$ cat config.mk
export PLATFORM = sky130hd
export DESIGN_NAME = fifo_flex_flat
export DESIGN_NICKNAME = d
export VERILOG_FILES = /design/src/rtl/fifo_pkg.sv /design/src/rtl/fifo_flex_if.sv /design/src/rtl/fifo_flex_mem.sv /design/src/rtl/fifo_flex.sv /design/src/flat_wrapper.sv
export SDC_FILE = /design/constraint.sdc
export NUM_CORES = 1
export LEC_CHECK = 0
export CAP_MARGIN = 0
export CORE_AREA = 4 4 149 151
export DETAILED_ROUTE_END_ITERATION = 8
export DIE_AREA = 0 0 153 155
export PLACE_DENSITY = 0.8
export SLEW_MARGIN = 20
export SYNTH_ARGS = -nofsm -noshare
export SYNTH_HDL_FRONTEND = slang
export SYNTH_SLANG_ARGS = --single-unit
$ cat constraint.sdc
create_clock -name clk -period 2.9 [get_ports clk]
set_input_delay 0.435 -clock clk [delete_from_list [all_inputs] [get_ports clk]]
set_output_delay 0.435 -clock clk [all_outputs]
set_load 0.02 [all_outputs]
$ cat src/rtl/fifo_pkg.sv
// fifo_pkg
// Shared constants and helpers for the fifo_flex FIFO.
//   FIFO_STD  : registered read mode (dout loads on an accepted read)
//   FIFO_FWFT : first-word-fall-through mode (head word shown on dout)
//   is_pow2   : elaboration-time check used on DEPTH
package fifo_pkg;

    localparam int FIFO_STD  = 0;
    localparam int FIFO_FWFT = 1;

    function automatic bit is_pow2(input int unsigned v);
        return (v != 0) && ((v & (v - 1)) == 0);
    endfunction

endpackage

$ cat src/rtl/fifo_flex_if.sv
// fifo_flex_if
// Producer/consumer side of the fifo_flex FIFO, grouped as one bundle.
//   master : user of the FIFO (drives wr_en/din/rd_en/clr_err)
//   slave  : the FIFO itself (drives data out, count and all flags)
interface fifo_flex_if #(
    parameter int WIDTH = 8,
    parameter int DEPTH = 32
);
    localparam int POINTER_WIDTH = $clog2(DEPTH);

    logic                     wr_en;
    logic [WIDTH-1:0]         din;
    logic                     full;
    logic                     almost_full;
    logic                     rd_en;
    logic [WIDTH-1:0]         dout;
    logic                     empty;
    logic                     almost_empty;
    logic [POINTER_WIDTH:0]   count;
    logic                     overflow;
    logic                     underflow;
    logic                     clr_err;

    modport master (
        output wr_en, din, rd_en, clr_err,
        input  full, almost_full, dout, empty, almost_empty,
               count, overflow, underflow
    );

    modport slave (
        input  wr_en, din, rd_en, clr_err,
        output full, almost_full, dout, empty, almost_empty,
               count, overflow, underflow
    );
endinterface

$ cat src/rtl/fifo_flex_mem.sv
// fifo_flex_mem
// Storage array for fifo_flex: simple dual-port, synchronous write,
// asynchronous read, no reset (contents survive a FIFO reset).
//   clk     : write clock
//   we_i    : write enable
//   waddr_i : write address
//   wdata_i : write data
//   raddr_i : read address
//   rdata_o : read data, combinational from raddr_i
module fifo_flex_mem #(
    parameter int WIDTH = 8,
    parameter int DEPTH = 32
) (
    input  logic                     clk,
    input  logic                     we_i,
    input  logic [$clog2(DEPTH)-1:0] waddr_i,
    input  logic [WIDTH-1:0]         wdata_i,
    input  logic [$clog2(DEPTH)-1:0] raddr_i,
    output logic [WIDTH-1:0]         rdata_o
);

    logic [WIDTH-1:0] mem_q [DEPTH];

    always_ff @(posedge clk) begin
        if (we_i) begin
            mem_q[waddr_i] <= wdata_i;
        end
    end

    assign rdata_o = mem_q[raddr_i];

endmodule

$ cat src/rtl/fifo_flex.sv
// fifo_flex
// Parametrised single-clock FIFO with occupancy count, programmable
// almost-full/almost-empty thresholds, selectable read mode and sticky
// overflow/underflow flags.
//   clk : sole clock, rising edge
//   rst : asynchronous active-high reset
//   bus : fifo_flex_if.slave
//         in : wr_en, din, rd_en, clr_err
//         out: dout, full, almost_full, empty, almost_empty, count,
//              overflow, underflow
module fifo_flex
    import fifo_pkg::*;
#(
    parameter int WIDTH    = 8,
    parameter int DEPTH    = 32,
    parameter int FWFT     = FIFO_STD,
    parameter int AF_LEVEL = DEPTH - 2,
    parameter int AE_LEVEL = 2
) (
    input  logic        clk,
    input  logic        rst,
    fifo_flex_if.slave  bus
);

    localparam int POINTER_WIDTH = $clog2(DEPTH);
    localparam int CW            = POINTER_WIDTH + 1;

    localparam logic [CW-1:0] CNT_FULL = CW'(DEPTH);
    localparam logic [CW-1:0] CNT_AF   = CW'(AF_LEVEL);
    localparam logic [CW-1:0] CNT_AE   = CW'(AE_LEVEL);

    if (!is_pow2(DEPTH) || DEPTH < 2) begin : g_chk_depth
        $error("fifo_flex: DEPTH must be a power of two and at least 2");
    end
    if (AE_LEVEL < 1 || AE_LEVEL >= AF_LEVEL || AF_LEVEL > DEPTH) begin : g_chk_levels
        $error("fifo_flex: thresholds must satisfy 1 <= AE_LEVEL < AF_LEVEL <= DEPTH");
    end
    if (FWFT != FIFO_STD && FWFT != FIFO_FWFT) begin : g_chk_mode
        $error("fifo_flex: FWFT must be 0 or 1");
    end

    logic [POINTER_WIDTH-1:0] wr_ptr_q, wr_ptr_d;
    logic [POINTER_WIDTH-1:0] rd_ptr_q, rd_ptr_d;
    logic [CW-1:0]            count_q,  count_d;
    logic                     ovf_q,    ovf_d;
    logic                     udf_q,    udf_d;

    logic                     full;
    logic                     empty;
    logic                     wr_acc;
    logic                     rd_acc;
    logic [WIDTH-1:0]         mem_rdata;

    // Flags come straight from the registered count so they never glitch
    // on the request inputs.
    assign full   = (count_q == CNT_FULL);
    assign empty  = (count_q == '0);
    assign wr_acc = bus.wr_en && !full;
    assign rd_acc = bus.rd_en && !empty;

    fifo_flex_mem #(
        .WIDTH (WIDTH),
        .DEPTH (DEPTH)
    ) u_mem (
        .clk     (clk),
        .we_i    (wr_acc),
        .waddr_i (wr_ptr_q),
        .wdata_i (bus.din),
        .raddr_i (rd_ptr_q),
        .rdata_o (mem_rdata)
    );

    always_comb begin
        wr_ptr_d = wr_ptr_q;
        rd_ptr_d = rd_ptr_q;
        count_d  = count_q;

        if (wr_acc) wr_ptr_d = wr_ptr_q + 1'b1;
        if (rd_acc) rd_ptr_d = rd_ptr_q + 1'b1;

        case ({wr_acc, rd_acc})
            2'b10:   count_d = count_q + 1'b1;
            2'b01:   count_d = count_q - 1'b1;
            default: count_d = count_q;
        endcase

        // Clear first, then let a same-cycle error event override it.
        ovf_d = bus.clr_err ? 1'b0 : ovf_q;
        udf_d = bus.clr_err ? 1'b0 : udf_q;
        if (bus.wr_en && full)  ovf_d = 1'b1;
        if (bus.rd_en && empty) udf_d = 1'b1;
    end

    always_ff @(posedge clk or posedge rst) begin
        if (rst) begin
            wr_ptr_q <= '0;
            rd_ptr_q <= '0;
            count_q  <= '0;
            ovf_q    <= 1'b0;
            udf_q    <= 1'b0;
        end else begin
            wr_ptr_q <= wr_ptr_d;
            rd_ptr_q <= rd_ptr_d;
            count_q  <= count_d;
            ovf_q    <= ovf_d;
            udf_q    <= udf_d;
        end
    end

    if (FWFT == FIFO_FWFT) begin : g_fwft
        // Head word shown directly; forced to zero while empty so the
        // output is clean during and after reset.
        assign bus.dout = empty ? '0 : mem_rdata;
    end else begin : g_std
        logic [WIDTH-1:0] dout_q, dout_d;

        always_comb begin
            dout_d = dout_q;
            if (rd_acc) dout_d = mem_rdata;
        end

        always_ff @(posedge clk or posedge rst) begin
            if (rst) dout_q <= '0;
            else     dout_q <= dout_d;
        end

        assign bus.dout = dout_q;
    end

    assign bus.full         = full;
    assign bus.empty        = empty;
    assign bus.almost_full  = (count_q >= CNT_AF);
    assign bus.almost_empty = (count_q <= CNT_AE);
    assign bus.count        = count_q;
    assign bus.overflow     = ovf_q;
    assign bus.underflow    = udf_q;

endmodule

$ cat src/flat_wrapper.sv
// flat-port wrapper written by rule: the top's interface ports become plain ports
module fifo_flex_flat import fifo_pkg::*;
#(
    parameter int WIDTH    = 8,
    parameter int DEPTH    = 32,
    parameter int FWFT     = FIFO_STD,
    parameter int AF_LEVEL = DEPTH - 2,
    parameter int AE_LEVEL = 2
)
  (clk, rst, bus_wr_en, bus_din, bus_rd_en, bus_clr_err, bus_full, bus_almost_full, bus_dout, bus_empty, bus_almost_empty, bus_count, bus_overflow, bus_underflow);
  fifo_flex_if #(.WIDTH(WIDTH), .DEPTH(DEPTH)) bus_i ();
  input  logic clk;
  input  logic rst;
  input wire logic [$bits(bus_i.wr_en)-1:0] bus_wr_en;
  input wire logic [$bits(bus_i.din)-1:0] bus_din;
  input wire logic [$bits(bus_i.rd_en)-1:0] bus_rd_en;
  input wire logic [$bits(bus_i.clr_err)-1:0] bus_clr_err;
  output wire logic [$bits(bus_i.full)-1:0] bus_full;
  output wire logic [$bits(bus_i.almost_full)-1:0] bus_almost_full;
  output wire logic [$bits(bus_i.dout)-1:0] bus_dout;
  output wire logic [$bits(bus_i.empty)-1:0] bus_empty;
  output wire logic [$bits(bus_i.almost_empty)-1:0] bus_almost_empty;
  output wire logic [$bits(bus_i.count)-1:0] bus_count;
  output wire logic [$bits(bus_i.overflow)-1:0] bus_overflow;
  output wire logic [$bits(bus_i.underflow)-1:0] bus_underflow;
  assign bus_i.wr_en = bus_wr_en;
  assign bus_i.din = bus_din;
  assign bus_i.rd_en = bus_rd_en;
  assign bus_i.clr_err = bus_clr_err;
  assign bus_full = bus_i.full;
  assign bus_almost_full = bus_i.almost_full;
  assign bus_dout = bus_i.dout;
  assign bus_empty = bus_i.empty;
  assign bus_almost_empty = bus_i.almost_empty;
  assign bus_count = bus_i.count;
  assign bus_overflow = bus_i.overflow;
  assign bus_underflow = bus_i.underflow;
  fifo_flex #(.WIDTH(WIDTH), .DEPTH(DEPTH), .FWFT(FWFT), .AF_LEVEL(AF_LEVEL), .AE_LEVEL(AE_LEVEL)) u_core (.clk(clk), .rst(rst), .bus(bus_i));
endmodule
==> results of run 1 <==
power by group:
part	switching, mW	internal (mW)	total (mW)
clock	1.42	2.07	3.49
combinational	2.06	1.68	3.74
sequential	0.451	4.84	5.29
total	3.93	8.59	12.5
synthesized netlist by cell type (6+ instances only):
| master | number |
|---|---|
| o22ai_1 | 7 |
| nand2_1 | 24 |
| nor2_1 | 44 |
| mux2i_1 | 54 |
| dfrtp_1 | 26 |
| a2bb2oi_1 | 14 |
| o21ai_0 | 13 |
| a31oi_1 | 8 |
| xor2_1 | 6 |
| edfxtp_1 | 256 |
| buf_2 | 13 |
| xnor2_1 | 9 |
| clkbuf_1 | 14 |
| inv_1 | 7 |
| a21oi_1 | 18 |
| a22o_2 | 6 |
| ha_1 | 8 |
| a221oi_1 | 7 |
| a211oi_1 | 7 |
| mux4_2 | 36 |
| o221ai_1 | 7 |
logic make-up (layout without fill, tap and decap cells):
family	count (synthesis)	count (layout)	share of synthesized area
xor gates and xnor gates	15	15	0.0116
and+or+nand+nor	99	99	0.0423
AOI/OAI and AO/OA	95	95	0.0604
adders and majority gates	8	8	0.00884
muxes	91	91	0.120
buffers and inverters	45	147	0.0203
DFF	282	282	0.736
per-layer routing:
layer	routed length [microns]	vias up
met2	12200	354
met3	2110	47
met4	641	0
met5	0	-
li1	-	2703
met1	9350	3186
cell type report:
type / count / area share
clock inverter: 16 / 0.0116
multi-input combinational: 308 / 0.212
inverter: 8 / 0.00266
timing repair buffer: 89 / 0.0569
sequential: 282 / 0.635
clock buffer: 34 / 0.0564
tap: 275 / 0.0262
per-stage QoR:
step,hold WS (ns),cells,util,power [mW],cell area [sq um]
final,0.281,1012,0.632,12.5,13200
after global routing,0.307,1012,0.632,13.0,13200
after CTS,0.279,1011,0.631,12.6,13100
after detailed placement,0.515,961,0.588,9.04,12300
after global placement,0.516,961,0.588,8.87,12300
after floorplan,0.475,635,-,7.81,11400
path summary, 6_finish.rpt:
check / to / slack, ns / cells after the start / from
worst max-delay path: bus_empty / 0.1 / 4 / u_core.bus.count[3]
worst max register to register: u_core.bus.count[4] / 0.14 / 12 / u_core.bus.count[3]
worst min-delay path: u_core.rd_ptr_q[4] / 0.28 / 3 / rst
max in group asynchronous: u_core.bus.count[2] / 2.29 / 3 / rst
worst min register to register: u_core.bus.underflow / 0.54 / 2 / u_core.bus.underflow
min in group clk: u_core.bus.underflow / 0.53 / 2 / bus_clr_err
worst max-delay path, delay by kind of cell (launching register included):
| family | cells | cell delay (ns) |
|---|---|---|
| buffers and inverters | 2 | 0.73 |
| flip-flops | 1 | 0.40 |
| AND/OR/NAND/NOR | 2 | 0.72 |
flip-flops by register name, indices dropped and copies added (netlist names):
| signal | cells |
|---|---|
| u_core.u_mem.mem_q | 256 |
| u_core.bus.dout | 8 |
| u_core.bus.count | 6 |
| u_core.rd_ptr_q | 5 |
| u_core.wr_ptr_q | 5 |
| u_core.bus.overflow | 1 |
| u_core.bus.underflow | 1 |
==> flow_metrics.py, run 1 <==
metrics = {
    "floorplan": {
        "row_count": 53,
        "die_height_microns": 155,
        "start_util": 0.544,
        "die_area_sq_mm": 0.0237,
        "ios": 33,
        "core-area_sq_mm": 0.0208,
        "die_w_microns": 153,
    },
    "timing": {
        "setup_viol": 0,
        "skew_ns": 0.0276,
        "relSlewSlack": 0.473,
        "worst_slack_ns": 0.0979,
        "fmaxAchievable_ghz": 0.357,
        "final.setup.tns_ns": 0,
        "final_hold_viol_count": 0,
        "min_period_ns": 2.80,
        "worst_pin_slew_ns": 0.789,
        "finalCritPeriodShare": 0.966,
        "slew_violations": 0,
        "rsz0062_at_grt": "no",
    },
    "grt": {
        "antenna_found_initial": 0,
        "use_met3": 0.0328,
        "grt_max_degree": 35,
        "grt-ovfl-total": 0,
        "grt_use_met1": 0.280,
        "grtUsageMet2": 0.348,
        "grt.total_usage": 0.206,
        "grt_pass1_vias": 6411,
        "grt_busiest_layer": "met2",
        "grt_first_pass_wirelength_mm": 37.7,
    },
    "worst_setup_path": {
        "critPathSlowestCell": "clkdlybuf4s50_1",
        "cp-start-kind": "flip-flop",
        "critical_path.cell_chain": "or4_4 -> nor3_4 -> buf_4 -> clkdlybuf4s50_1",
        "arrival_ns": 2.37,
        "cp_slowest_stage_delay_ns": 0.59,
        "critPathMaxFanout": 3,
        "timing_worst_setup_path_type": "flip-flop to primary output",
        "required_ns": 2.47,
        "end_kind": "primary output",
    },
    "place": {
        "gp_congestion": 0.884,
        "dp_hpwl_mm": 15.3,
        "pre_cts_slack_ns": 0.0900,
        "io_buffers": 32,
    },
    "final_layout": {
        "nFillCells": 1386,
        "final_cell_mix": "edfxtp_1, buf_4, mux2i_1",
        "nets": 737,
        "layout-drive-gt1-share": 0.214,
        "diodes": 0,
        "areaGrowthSynthToFinish_pct": 16.1,
        "layout.area.seq_sq_mm": 0.00835,
        "final_common_cell": "edfxtp_1",
        "multi_input_area_sq_mm": 0.00279,
    },
    "job": {
        "max_cap_viol_count": 0,
    },
    "yosys": {
        "syn_area_per_cell_sq_um": 17.8,
        "synth_fp_nets": 656,
        "synthFlopType": "edfxtp_1",
        "syn_area_sq_mm": 0.0113,
        "synth.area.top_cells": "edfxtp_1, mux4_2, dfrtp_1",
        "yosysTopAreaCell": "edfxtp_1",
        "synth_top_cell_area_share": 0.679,
        "synth-edff-count": 256,
        "ys_warn_count": 0,
        "netlist_instances": 635,
        "synthArstFlopShare": 0.0922,
        "ys_ff_latch": 282,
        "yosysUniqueCellTypes": 53,
        "yosysSeqAreaShare": 0.736,
    },
    "cts": {
        "cts-root-buf": "clkbuf_16",
        "cts_resized": 0,
        "postCtsHoldBufs": 0,
        "cts_num_sinks": 282,
        "path_clk_slew_ns": 0.07,
        "postCtsSetupRepairBufs": 0,
        "ctsHtreeMaxLevel": 1,
        "worstSkewPairLatency_ns": 0.54,
        "clk_path_buf_depth": 3,
        "numCtsBuffers": 27,
        "cts_tree": "built",
    },
    "power": {
        "powerDensity_mw_per_mm2": 952,
        "p_leak_nw": 4.51,
        "vdd_ir_drop_max_mv": 0.433,
    },
    "drt": {
        "drt_pass1_iterations": 6,
        "via_count": 6290,
        "first_iter_violations": 747,
        "wirelength_mm": 24.3,
        "avgViaCountPerCell": 6.22,
        "drc": 0,
        "wire_per_inst_microns": 24.0,
        "drtAntennaViolNets": 0,
    },
    "run_status": {
        "status": "complete, no violations",
    },
    "worst_hold_path": {
        "hp-class": "primary input to async pin",
    },
}
Note: power is estimated with default switching activity, not from simulation.
==> inputs of run 2 (changes only) <==
PLACE_DENSITY = 0.78   (was 0.8)
clock period = 3.4 ns   (was 2.9 ns; I/O delays follow)
==> run 2 against run 1 <==
Effect of this change:
- sequential share of layout area is 0.77 points higher
- clock skew down 0.014 ns
- wire length up 0.43%
- count of clock-buffer cells in the layout increased by 4
- largest power group unchanged
==> flow_metrics.py, run 2 (synthesis gave the netlist of run 1 again) <==
metrics = {
    "timing": {
        "min_period_ns": 3.03,
        "rsz0062_at_grt": "no",
        "setup_viol": 0,
        "final_hold_viol_count": 0,
        "finalCritPeriodShare": 0.890,
        "slew_violations": 0,
        "relSlewSlack": 0.461,
        "skew_ns": 0.0138,
        "worst_pin_slew_ns": 0.806,
        "final.setup.tns_ns": 0,
        "fmaxAchievable_ghz": 0.330,
    },
    "worst_setup_path": {
        "required_ns": 3.82,
        "reg2reg_setup_slack_ns": 0.37,
        "arrival_ns": 3.45,
        "end_kind": "flip-flop",
        "r2r-start": "u_core.bus.count[2]",
        "cp-start-kind": "flip-flop",
        "reg2regPathDepth": 10,
        "timing_worst_setup_path_type": "flip-flop to flip-flop",
        "critPathMaxFanout": 13,
        "rr_endpoint": "u_core.bus.count[5]",
    },
    "grt": {
        "grt.total_usage": 0.207,
        "grt-ovfl-total": 0,
        "grt_max_degree": 56,
        "antenna_found_initial": 0,
        "grt_first_pass_wirelength_mm": 37.9,
        "grt_pass1_vias": 6359,
    },
    "job": {
        "max_cap_viol_count": 0,
    },
    "power": {
        "finalPower_mw": 10.5,
        "powerDensity_mw_per_mm2": 811,
        "vdd_ir_drop_max_mv": 0.565,
        "p_leak_nw": 4.42,
    },
    "drt": {
        "avgViaCountPerCell": 6.18,
        "drt_pass1_iterations": 5,
        "via_count": 6160,
        "drc": 0,
        "wirelength_mm": 24.4,
        "wire_per_inst_microns": 24.5,
        "first_iter_violations": 640,
        "drtAntennaViolNets": 0,
    },
    "floorplan": {
        "die_area_sq_mm": 0.0237,
        "die_w_microns": 153,
        "core-area_sq_mm": 0.0208,
        "row_count": 53,
        "ios": 33,
        "start_util": 0.544,
        "die_height_microns": 155,
    },
    "cts": {
        "cts_tree": "built",
        "clk_path_buf_depth": 3,
        "worstSkewPairLatency_ns": 0.54,
        "ctsHtreeMaxLevel": 1,
        "path_clk_slew_ns": 0.06,
        "postCtsSetupRepairBufs": 0,
        "cts_num_sinks": 282,
        "cts-root-buf": "clkbuf_16",
        "numCtsBuffers": 28,
    },
    "place": {
        "gp_congestion": 0.891,
        "io_buffers": 32,
        "dp_hpwl_mm": 15.2,
    },
    "final_layout": {
        "regMostFlops": "u_core.u_mem.mem_q",
        "largest_reg_flops": 256,
        "multi_input_area_sq_mm": 0.00276,
        "layout.area.seq_sq_mm": 0.00834,
        "final_common_cell": "edfxtp_1",
        "nets": 721,
        "layout-drive-gt1-share": 0.193,
        "nFillCells": 1437,
        "diodes": 0,
        "areaGrowthSynthToFinish_pct": 14.7,
        "final_cell_mix": "edfxtp_1, mux2i_1, nor2_1",
    },
    "worst_hold_path": {
        "hp-class": "primary input to async pin",
    },
    "run_status": {
        "status": "complete, no violations",
    },
}
run 2: area by class of cell:
type | instances | share of cell area
Inverter | 8 | 0.00231
Multi-Input combinational cell | 308 | 0.213
Sequential cell | 282 | 0.642
Clock buffer | 38 | 0.0600
Tap cell | 275 | 0.0265
Timing Repair Buffer | 72 | 0.0487
Clock inverter | 14 | 0.00761
run 2: report_power, final:
| part | switching [mW] | internal [mW] |
|---|---|---|
| Clock | 1.22 | 1.68 |
| Sequential | 0.488 | 4.13 |
| Combinational | 1.64 | 1.39 |
run 2: through the flow:
stage	instances	cell area (sq um)	setup WS [ns]	util	hold slack, ns
floorplan	635	11300	0.153	-	0.549
global placement	945	12100	0.473	0.582	0.514
detailed placement	945	12100	0.314	0.582	0.527
CTS	997	13000	0.268	0.624	0.417
global route	997	13000	0.124	0.624	0.465
finish	997	13000	0.374	0.624	0.409
run 2: critical path, cell delays in order, from the launching register on:
cell	delay (ns)
dfrtp_1	0.50
or4_4	0.61
nor3_4	0.15
nand2b_1	0.16
inv_2	0.09
ha_2	0.27
nor3b_1	0.17
o21ai_0	0.47
and4b_1	0.28
nor3_1	0.07
xnor2_1	0.14
run 2: worst max-delay path by stage:
stage | to | start | cells after the start
2_1_floorplan | u_core.bus.count[4] | u_core.bus.count[2] | 15
3_3_place_gp | u_core.bus.count[4] | u_core.bus.count[2] | 12
3_5_place_dp | u_core.bus.count[4] | u_core.bus.count[3] | 12
4_1_cts | u_core.bus.count[3] | u_core.bus.count[2] | 10
5_1_grt | u_core.bus.count[4] | u_core.bus.count[3] | 12
6_report | u_core.bus.count[5] | u_core.bus.count[2] | 10
run 2: per-layer routing:
metal	vias to the layer above	wire length, microns	GRT usage
li1	2668	-	-
met1	3182	9480	0.271
met2	241	12500	0.355
met3	69	1450	0.0345
met4	0	990	0.0772
met5	-	0	0
run 2: timing repair:
item | in CTS | in global routing
resized for setup | 0 | 1
hold buffers | 0 | 0
endpoints found under the setup margin | 0 | 1
